[src/rtl/inst_encoder_loader_pkg.sv]
// Shared RV32I encoding constants and loader FSM state type, used by both the
// instruction-type decoder and the encoder/loader.
package inst_encoder_loader_pkg;

  localparam logic [2:0] TYPE_I = 3'd0;
  localparam logic [2:0] TYPE_S = 3'd2;
  localparam logic [2:0] TYPE_B = 3'd3;
  localparam logic [2:0] TYPE_U = 3'd4;
  localparam logic [2:0] TYPE_J = 3'd5;
  localparam logic [2:0] TYPE_R = 3'd6;

  localparam logic [6:0] OPC_OP     = 7'b0110011;
  localparam logic [6:0] OPC_OP_IMM = 7'b0010011;
  localparam logic [6:0] OPC_JALR   = 7'b1100111;
  localparam logic [6:0] OPC_SYSTEM = 7'b1110011;
  localparam logic [6:0] OPC_STORE  = 7'b0100011;
  localparam logic [6:0] OPC_BRANCH = 7'b1100011;
  localparam logic [6:0] OPC_JAL    = 7'b1101111;
  localparam logic [6:0] OPC_AUIPC  = 7'b0010111;
  localparam logic [6:0] OPC_LUI    = 7'b0110111;

  typedef enum logic [1:0] {
    ST_IDLE  = 2'd0,
    ST_RUN   = 2'd1,
    ST_DRAIN = 2'd2
  } loader_state_e;

  // Returns {known, type} for an opcode as the core decodes it.
  function automatic logic [3:0] opcode_class(input logic [6:0] opc);
    case (opc)
      OPC_OP:                           opcode_class = {1'b1, TYPE_R};
      OPC_OP_IMM, OPC_JALR, OPC_SYSTEM: opcode_class = {1'b1, TYPE_I};
      OPC_STORE:                        opcode_class = {1'b1, TYPE_S};
      OPC_BRANCH:                       opcode_class = {1'b1, TYPE_B};
      OPC_JAL:                          opcode_class = {1'b1, TYPE_J};
      OPC_AUIPC, OPC_LUI:               opcode_class = {1'b1, TYPE_U};
      default:                          opcode_class = 4'b0000;
    endcase
  endfunction

endpackage

[src/rtl/inst_word_packer.sv]
// Combinational packer: type code + fields -> RV32I word and illegal flag.
// Optional opcode/type cross-check under INST_ENCODER_TYPE_CHECK_EN.
module inst_word_packer
  import inst_encoder_loader_pkg::*;
(
  input  logic [2:0]  op_type,
  input  logic [6:0]  opcode,
  input  logic [4:0]  rd,
  input  logic [4:0]  rs1,
  input  logic [4:0]  rs2,
  input  logic [2:0]  funct3,
  input  logic [6:0]  funct7,
  input  logic [31:0] imm,
  output logic [31:0] word,
  output logic        illegal
);

`ifdef INST_ENCODER_TYPE_CHECK_EN
  logic [3:0] opc_class;
  assign opc_class = opcode_class(opcode);
`endif

  always_comb begin
    word    = '0;
    illegal = 1'b0;
    case (op_type)
      TYPE_R: word = {funct7, rs2, rs1, funct3, rd, opcode};
      TYPE_I: word = {imm[11:0], rs1, funct3, rd, opcode};
      TYPE_S: word = {imm[11:5], rs2, rs1, funct3, imm[4:0], opcode};
      TYPE_B: word = {imm[12], imm[10:5], rs2, rs1, funct3, imm[4:1], imm[11], opcode};
      TYPE_U: word = {imm[31:12], rd, opcode};
      TYPE_J: word = {imm[20], imm[10:1], imm[11], imm[19:12], rd, opcode};
      default: illegal = 1'b1;
    endcase
`ifdef INST_ENCODER_TYPE_CHECK_EN
    if (opc_class != {1'b1, op_type}) illegal = 1'b1;
`endif
  end

endmodule

[src/rtl/inst_encoder_loader.sv]
// Packs field-level instruction bundles into RV32I words and streams them to
// instruction memory at consecutive addresses. Option: INST_ENCODER_TYPE_CHECK_EN.
module inst_encoder_loader
  import inst_encoder_loader_pkg::*;
#(
  parameter int ADDR_W = 10,
  parameter int CNT_W  = 16
) (
  input  logic              clk,
  input  logic              rst,
  input  logic              start,
  input  logic [ADDR_W-1:0] base_addr,
  input  logic              in_valid,
  output logic              in_ready,
  input  logic              in_last,
  input  logic [2:0]        op_type,
  input  logic [6:0]        opcode,
  input  logic [4:0]        rd,
  input  logic [4:0]        rs1,
  input  logic [4:0]        rs2,
  input  logic [2:0]        funct3,
  input  logic [6:0]        funct7,
  input  logic [31:0]       imm,
  output logic              mem_we,
  output logic [ADDR_W-1:0] mem_addr,
  output logic [31:0]       mem_wdata,
  input  logic              mem_ready,
  output logic              busy,
  output logic              done,
  output logic [CNT_W-1:0]  wr_count,
  output logic              err
);

  loader_state_e     state_q, state_d;
  logic [ADDR_W-1:0] addr_q, addr_d;
  logic [31:0]       wdata_q, wdata_d;
  logic              out_vld_q, out_vld_d;
  logic [CNT_W-1:0]  cnt_q, cnt_d;
  logic              err_q, err_d;
  logic              done_q, done_d;

  logic [31:0] packed_word;
  logic        packed_illegal;
  logic        wr_acc;
  logic        in_acc;
  logic        in_ready_c;

  inst_word_packer u_packer (
    .op_type (op_type),
    .opcode  (opcode),
    .rd      (rd),
    .rs1     (rs1),
    .rs2     (rs2),
    .funct3  (funct3),
    .funct7  (funct7),
    .imm     (imm),
    .word    (packed_word),
    .illegal (packed_illegal)
  );

  assign wr_acc     = out_vld_q && mem_ready;
  assign in_ready_c = (state_q == ST_RUN) && (!out_vld_q || mem_ready);
  assign in_acc     = in_valid && in_ready_c;

  always_comb begin
    state_d   = state_q;
    addr_d    = addr_q;
    wdata_d   = wdata_q;
    out_vld_d = out_vld_q;
    cnt_d     = cnt_q;
    err_d     = err_q;
    done_d    = 1'b0;

    // mem_addr is the address of the word currently held; it advances on write.
    if (wr_acc) begin
      addr_d    = addr_q + ADDR_W'(4);
      cnt_d     = cnt_q + CNT_W'(1);
      out_vld_d = 1'b0;
    end

    case (state_q)
      ST_IDLE: begin
        if (start) begin
          state_d = ST_RUN;
          addr_d  = base_addr & ~ADDR_W'(3);
          cnt_d   = '0;
          err_d   = 1'b0;
        end
      end
      ST_RUN: begin
        if (in_acc) begin
          if (packed_illegal) begin
            err_d = 1'b1;
          end else begin
            out_vld_d = 1'b1;
            wdata_d   = packed_word;
          end
          if (in_last) state_d = ST_DRAIN;
        end
      end
      ST_DRAIN: begin
        if (!out_vld_q || wr_acc) begin
          state_d = ST_IDLE;
          done_d  = 1'b1;
        end
      end
      default: state_d = ST_IDLE;
    endcase
  end

  always_ff @(posedge clk) begin
    if (rst) begin
      state_q   <= ST_IDLE;
      addr_q    <= '0;
      wdata_q   <= '0;
      out_vld_q <= 1'b0;
      cnt_q     <= '0;
      err_q     <= 1'b0;
      done_q    <= 1'b0;
    end else begin
      state_q   <= state_d;
      addr_q    <= addr_d;
      wdata_q   <= wdata_d;
      out_vld_q <= out_vld_d;
      cnt_q     <= cnt_d;
      err_q     <= err_d;
      done_q    <= done_d;
    end
  end

  assign in_ready  = in_ready_c;
  assign mem_we    = out_vld_q;
  assign mem_addr  = addr_q;
  assign mem_wdata = wdata_q;
  assign busy      = (state_q != ST_IDLE);
  assign done      = done_q;
  assign wr_count  = cnt_q;
  assign err       = err_q;

endmodule
[config.mk]
export PLATFORM = sky130hd
export DESIGN_NAME = inst_encoder_loader
export DESIGN_NICKNAME = d
export VERILOG_FILES = /design/src/rtl/inst_encoder_loader_pkg.sv /design/src/rtl/inst_word_packer.sv /design/src/rtl/inst_encoder_loader.sv
export SDC_FILE = /design/constraint.sdc
export NUM_CORES = 1
export LEC_CHECK = 0
export BUFFER_PORTS_ARGS = -buffer_cell sky130_fd_sc_hd__clkbuf_2
export CAP_MARGIN = 20
export CORE_UTILIZATION = 47
export CTS_CLUSTER_DIAMETER = 40
export DETAILED_ROUTE_END_ITERATION = 10
export HOLD_SLACK_MARGIN = 0.15
export PLACE_DENSITY = 0.88
export SYNTH_ARGS = -nofsm -noshare
export SYNTH_HDL_FRONTEND = slang
export SYNTH_SLANG_ARGS = --single-unit
[constraint.sdc]
create_clock -name clk -period 1.8 [get_ports clk]
set_clock_uncertainty 0.05 [all_clocks]
set_input_delay 0.18 -clock clk [delete_from_list [all_inputs] [get_ports clk]]
set_output_delay 0.18 -clock clk [all_outputs]
set_load 0.01 [all_outputs]
Word level (Yosys, flattened, before mapping)
Cells that the tools add are included.

storage, ports and cells
  input bits = 83
  output and inout bits = 63
  bits in registers = 63
  logic and storage cells = 58

operators by class
  add/subtract/negate cells = 2
  equal/unequal tests = 12
  reduce and logical (&&, ||, !) cells = 15
  bitwise operators = 1
  multiplexer cells = 21

operators by type and width
  cell                     count
  $pmux W32 S6             1
  $mux W16                 3
  $mux W10                 3
  $add A16 B1 Y16 const B  1
  $add A10 B3 Y10 const B  1
  $ne A2 B2 Y1 const B     5
  $eq A3 B3 Y1 const B     3
  $mux W1                  8
  $mux W2                  4
  $reduce_and A4 Y1        2
  $eq A3 B2 Y1 const B     2
  $pmux W2 S3              1
  $reduce_or A6 Y1         1
  $reduce_bool A2 Y1       2
  $logic_and A1 B1 Y1      3
  $logic_not A3 Y1         1
  $reduce_and A3 Y1        1
  $eq A2 B1 Y1 const B     1
  $eq A2 B2 Y1 const B     1
  $logic_not A2 Y1         1
  $logic_or A1 B1 Y1       2
  $pmux W1 S2              1
  $reduce_or A2 Y1         1
  $logic_not A1 Y1         1
  $not A1 Y1               1

Logic depth before layout (Yosys ltp)
  depth in word-level cells = 6
  gate-level depth with buffers = 7
  depth with buffers taken out = 5

Modules after synthesis
Synthesis repeated with hierarchy kept, for this count alone.

unflattened totals
  cell total of the unflattened synthesis = 385
  area total of the unflattened synthesis = 3059.2 µm²

by module, submodules not included
  module               cells each  seq. area each (µm²)  instances  area each (µm²)
  inst_encoder_loader  297         1221.2                1          2436.1
  inst_word_packer     88          0.0                   1          623.1

Worst setup path before layout
No wires, ideal clock.

  kind = register to register
  from = reg out_vld_q, in the netlist mem_we
  to = reg cnt_q[13], in the netlist wr_count[13]
  stages on the path, launching flop included = 5
  buffers on the path = 0
  data required time = 1.680 ns
  setup slack = 0.168 ns
  arrival time = 1.512 ns
  setup time = 0.070 ns
  cells stage by stage = dfxtp_1 nand3_2 or3_4 or4_1 a21oi_1

on the way
  cells in the longest elaborated chain, start to end = 4

RTL lines
  element                 RTL line                    RTL
  start, declared         inst_encoder_loader.sv:37   logic out_vld_q, out_vld_d;
  start signal, assigned  inst_encoder_loader.sv:124  out_vld_q <= out_vld_d;
  $logic_and A1 B1 Y1 *   inst_encoder_loader.sv:61   assign wr_acc = out_vld_q && mem_ready;
  $mux W16 *              inst_encoder_loader.sv:75   if (wr_acc) begin
  $mux W16                inst_encoder_loader.sv:83   if (start) begin
  $mux W16 *              inst_encoder_loader.sv:81   case (state_q)
  end signal, assigned    inst_encoder_loader.sv:125  cnt_q <= cnt_d;
  end, declared           inst_encoder_loader.sv:38   logic [CNT_W-1:0] cnt_q, cnt_d;

Every way passes the cells marked *; elsewhere a longest branch is shown, timed or not.
A chain may end at the register's enable or synchronous reset.

Worst setup path after layout
  from = reg state_q[0]
  to = reg wdata_q[13], in the netlist mem_wdata[13]

on the way
  cells in the longest elaborated chain, start to end = 4

RTL lines
  element                        RTL line                                              RTL
  start, declared                inst_encoder_loader.sv:34                             loader_state_e state_q, state_d;
  start signal, assigned         inst_encoder_loader.sv:121                            state_q <= state_d;
  $eq A2 B1 Y1 *                 inst_encoder_loader.sv:62, inst_encoder_loader.sv:81
  $logic_and A1 B1 Y1            inst_encoder_loader.sv:62                             assign in_ready_c = (state_q == ST_RUN) && (!out_vld_q || mem_ready);
  $logic_and A1 B1 Y1            inst_encoder_loader.sv:63                             assign in_acc = in_valid && in_ready_c;
  $reduce_and A3 Y1 (no line) *  --
  end signal, assigned           inst_encoder_loader.sv:123                            wdata_q <= wdata_d;
  end, declared                  inst_encoder_loader.sv:36                             logic [31:0] wdata_q, wdata_d;

Marked as above.

==> impl_metrics.env <==
export IMPL_status="finished clean"
export IMPL_totalWireLength_um=8960
export IMPL_die_y_um=83.3
export IMPL_cts_inserted_buffers=9
export IMPL_wire_per_inst_um=14.3
export IMPL_cts_tree="yes"
export IMPL_avgSynthCellArea_um2=8.43
export IMPL_syn_inst=368
export IMPL_drc=0
export IMPL_ios=146
export IMPL_setup_ws_ns=0.131
export IMPL_min_period_over_period_pct=92.7
export IMPL_top_layer="met4"
export IMPL_synthArstFlopShare_pct=0
export IMPL_filler_cell_count=498
export IMPL_die_x_um=83.3
export IMPL_die_area_mm2=0.00693
export IMPL_ys_seq_area_share_pct=39.4
export IMPL_antenna_found_initial=0
export IMPL_hold_class="input pin to flop"
export IMPL_grt_pass1_vias=3352
export IMPL_peakVddDrop_v=0.000618
export IMPL_syn_area_mm2=0.00310
export IMPL_hold_viol=0
export IMPL_clock_path_buffers=2
export IMPL_slowest_stage="dfxtp_1"
export IMPL_yosys_warnings=0
export IMPL_core_region_area_mm2=0.00635
export IMPL_r2r_slack_ns=0.13
export IMPL_synth_edf_count=0
export IMPL_cpPeakStageDelay_ns=0.41
export IMPL_setup_viol=0
export IMPL_ys_types=41
export IMPL_synth_top_cell_area_share_pct=39.4
export IMPL_slew_limit_headroom_pct=66.8
export IMPL_cp_arrival_ns=1.85
export IMPL_via_count=3392
export IMPL_grt_pass1_wl_um=15000
export IMPL_reg2reg_to="mem_wdata[13]"
export IMPL_synthTopCellsByArea="dfxtp_1 (39%), mux2i_1 (8.4%), a211oi_1 (6.8%)"
export IMPL_leakage_uw=0.00198
export IMPL_drt_met1_wl_um=3620
export IMPL_rsz0062_at_grt="false"
export IMPL_startpoint="state_q[0]"
export IMPL_crit_fanout=51
export IMPL_seq_area_mm2=0.00122
export IMPL_drive_above_1_share_pct=34.4
export IMPL_vias_per_cell=5.39
export IMPL_crit_path_end_kind="flop"
export IMPL_cp_required_ns=1.98
export IMPL_dr_pass1_iters=4
export IMPL_nets=632
export IMPL_grt_ovfl_total=0
export IMPL_dr_wl_met3_um=545
export IMPL_clockRootBuffer="clkbuf_8"
export IMPL_path_clk_slew_ns=0.07
export IMPL_fin_crit_ns=1.67
export IMPL_critPathKind="flop to flop"
export IMPL_postCtsSetupBuffers=0
export IMPL_finalWeightedCongestion=0.821
export IMPL_r2r_start="state_q[0]"
export IMPL_cts_sinks=61
export IMPL_clkLatencyLatePin_ns=0.33
export IMPL_synth_main_ff_cell="dfxtp_1"
export IMPL_diodes=0
export IMPL_rows=29
export IMPL_dp_slack_ns=0.125
export IMPL_htree_levels=3
export IMPL_grt_max_degree=52
export IMPL_multi_input_area_mm2=0.00173
export IMPL_met2_length_um=4540
export IMPL_grtUsageTotal_pct=26.5
export IMPL_synth_seq_cells=61
export IMPL_initial_utilization_pct=48.9
export IMPL_worst_r2r_path_depth=5
export IMPL_crit_path_start_kind="flop"
export IMPL_drt_iter0_drc=96
export IMPL_p_per_area_mw_per_mm2=724
export IMPL_endpoint="mem_wdata[13]"
export IMPL_tightestPinTransition_ns=0.495
export IMPL_crit_chain="nor2b_2 > o2111a_2 > buf_12 > nor2_1 > a211oi_1"
export IMPL_yosysTopAreaCell="dfxtp_1"
export IMPL_maxCapViolCount=0
export IMPL_drv_slew=0
export IMPL_ant_nets=0
export IMPL_area_growth_pct=44.7
export IMPL_setup_tns_final_ns=0
export IMPL_max_clock_freq_ghz=0.599
export IMPL_hpwlAfterDp_um=6060
export IMPL_whs_ns=0.161
export IMPL_port_buffers=141
==> per-stage QoR <==
stage	area [um^2]	total power [uW]	utilization [%]	instances
2_1_floorplan	3110	1780	-	369
3_3_place_gp	3930	1990	62.0	577
3_5_place_dp	3930	2010	62.0	577
4_1_cts	4490	3260	70.7	629
5_1_grt	4490	3400	70.7	629
6_report	4490	3250	70.7	629
==> how the worst min path moves through the flow <==
stage               startpoint             to  slack, ns  cells after the start
floorplan            opcode[0]   mem_wdata[0]       0.27                      2
global placement     opcode[3]   mem_wdata[3]       0.35                      3
detailed placement   opcode[4]   mem_wdata[4]       0.36                      3
CTS                    imm[12]  mem_wdata[12]       0.15                      3
global route            imm[1]   mem_wdata[8]       0.17                      3
finish                 imm[12]  mem_wdata[12]       0.16                      3
==> power breakdown <==
group / switching, uW / internal, uW
Clock: 519 / 674
Sequential: 45.5 / 1410
Combinational: 300 / 306
Total: 865 / 2390
==> state kept, by name, summed over array words and instances, names as in the netlist <==
name / count
mem_wdata: 32
wr_count: 16
mem_addr: 8
state_q: 2
done: 1
err: 1
mem_we: 1
==> synthesized netlist by cell type, drive strengths merged (2+ instances only) <==
master	number
nor3	4
xnor2	12
a21bo	4
and3	3
or3	2
a221oi	7
ha	2
dfxtp	61
nand2b	5
nand2	32
nor2b	9
o21ai	6
nand4	7
a21oi	21
buf	16
nand3	12
nor4b	2
mux2i	26
nor4	4
o31ai	2
xor2	7
nor2	54
a211oi	28
and2	3
or4	2
a31o	9
clkbuf	12
a31oi	4
inv	4
==> kinds of logic (layout without fill, tap and decap cells) <==
logic type | after synthesis | in the layout | share of synthesized area, %
adder cells (fa/ha/maj) | 2 | 2 | 0.806
buffers and inverters | 33 | 216 | 5.00
flip-flops | 61 | 61 | 39.4
multiplexers | 26 | 26 | 8.39
AND/OR/NAND/NOR | 142 | 142 | 21.8
other | 1 | 2 | 0.121
XOR/XNOR | 19 | 19 | 5.36
AO/OA/AOI/OAI | 84 | 84 | 19.2
==> cell usage in the layout, fill, tap and decap left out, drive strengths merged, types with 5 or more instances in the layout <==
master,n
a211oi,28
a21oi,21
a221oi,7
a31o,9
buf,18
clkbuf,153
dfxtp,61
dlygate4sd3,36
mux2i,26
nand2,32
nand2b,5
nand3,12
nand4,7
nor2,54
nor2b,9
o21ai,6
xnor2,12
xor2,7
==> timing repair <==
item / 4_1_cts / 5_1_grt
hold buffers: 36 / 0
setup endpoints to repair: 0 / 6
hold endpoints to repair: 29 / 0
resized for setup: 0 / 1
==> critical path: cells and delay by family (launching register included) <==
family	cells	cell delay [ns]
flip-flops	1	0.41
AND/OR/NAND/NOR	2	0.35
AO/OA/AOI/OAI	2	0.53
buffers and inverters	1	0.22
==> cell type report <==
| class | count | area share, % |
|---|---|---|
| clock buffer | 12 | 3.23 |
| sequential | 61 | 27.2 |
| tap | 77 | 2.15 |
| timing repair buffer | 195 | 27.3 |
| clock inverter | 4 | 1.06 |
| multi-input combinational | 275 | 38.6 |
| inverter | 5 | 0.418 |
==> layer usage <==
metal | global-route usage [%] | vias to the layer above
met5 | 0 | -
met4 | 12.4 | 0
met3 | 5.47 | 26
met2 | 47.6 | 141
met1 | 29.7 | 1555
li1 | - | 1670
(Power assumes the default switching activity.)
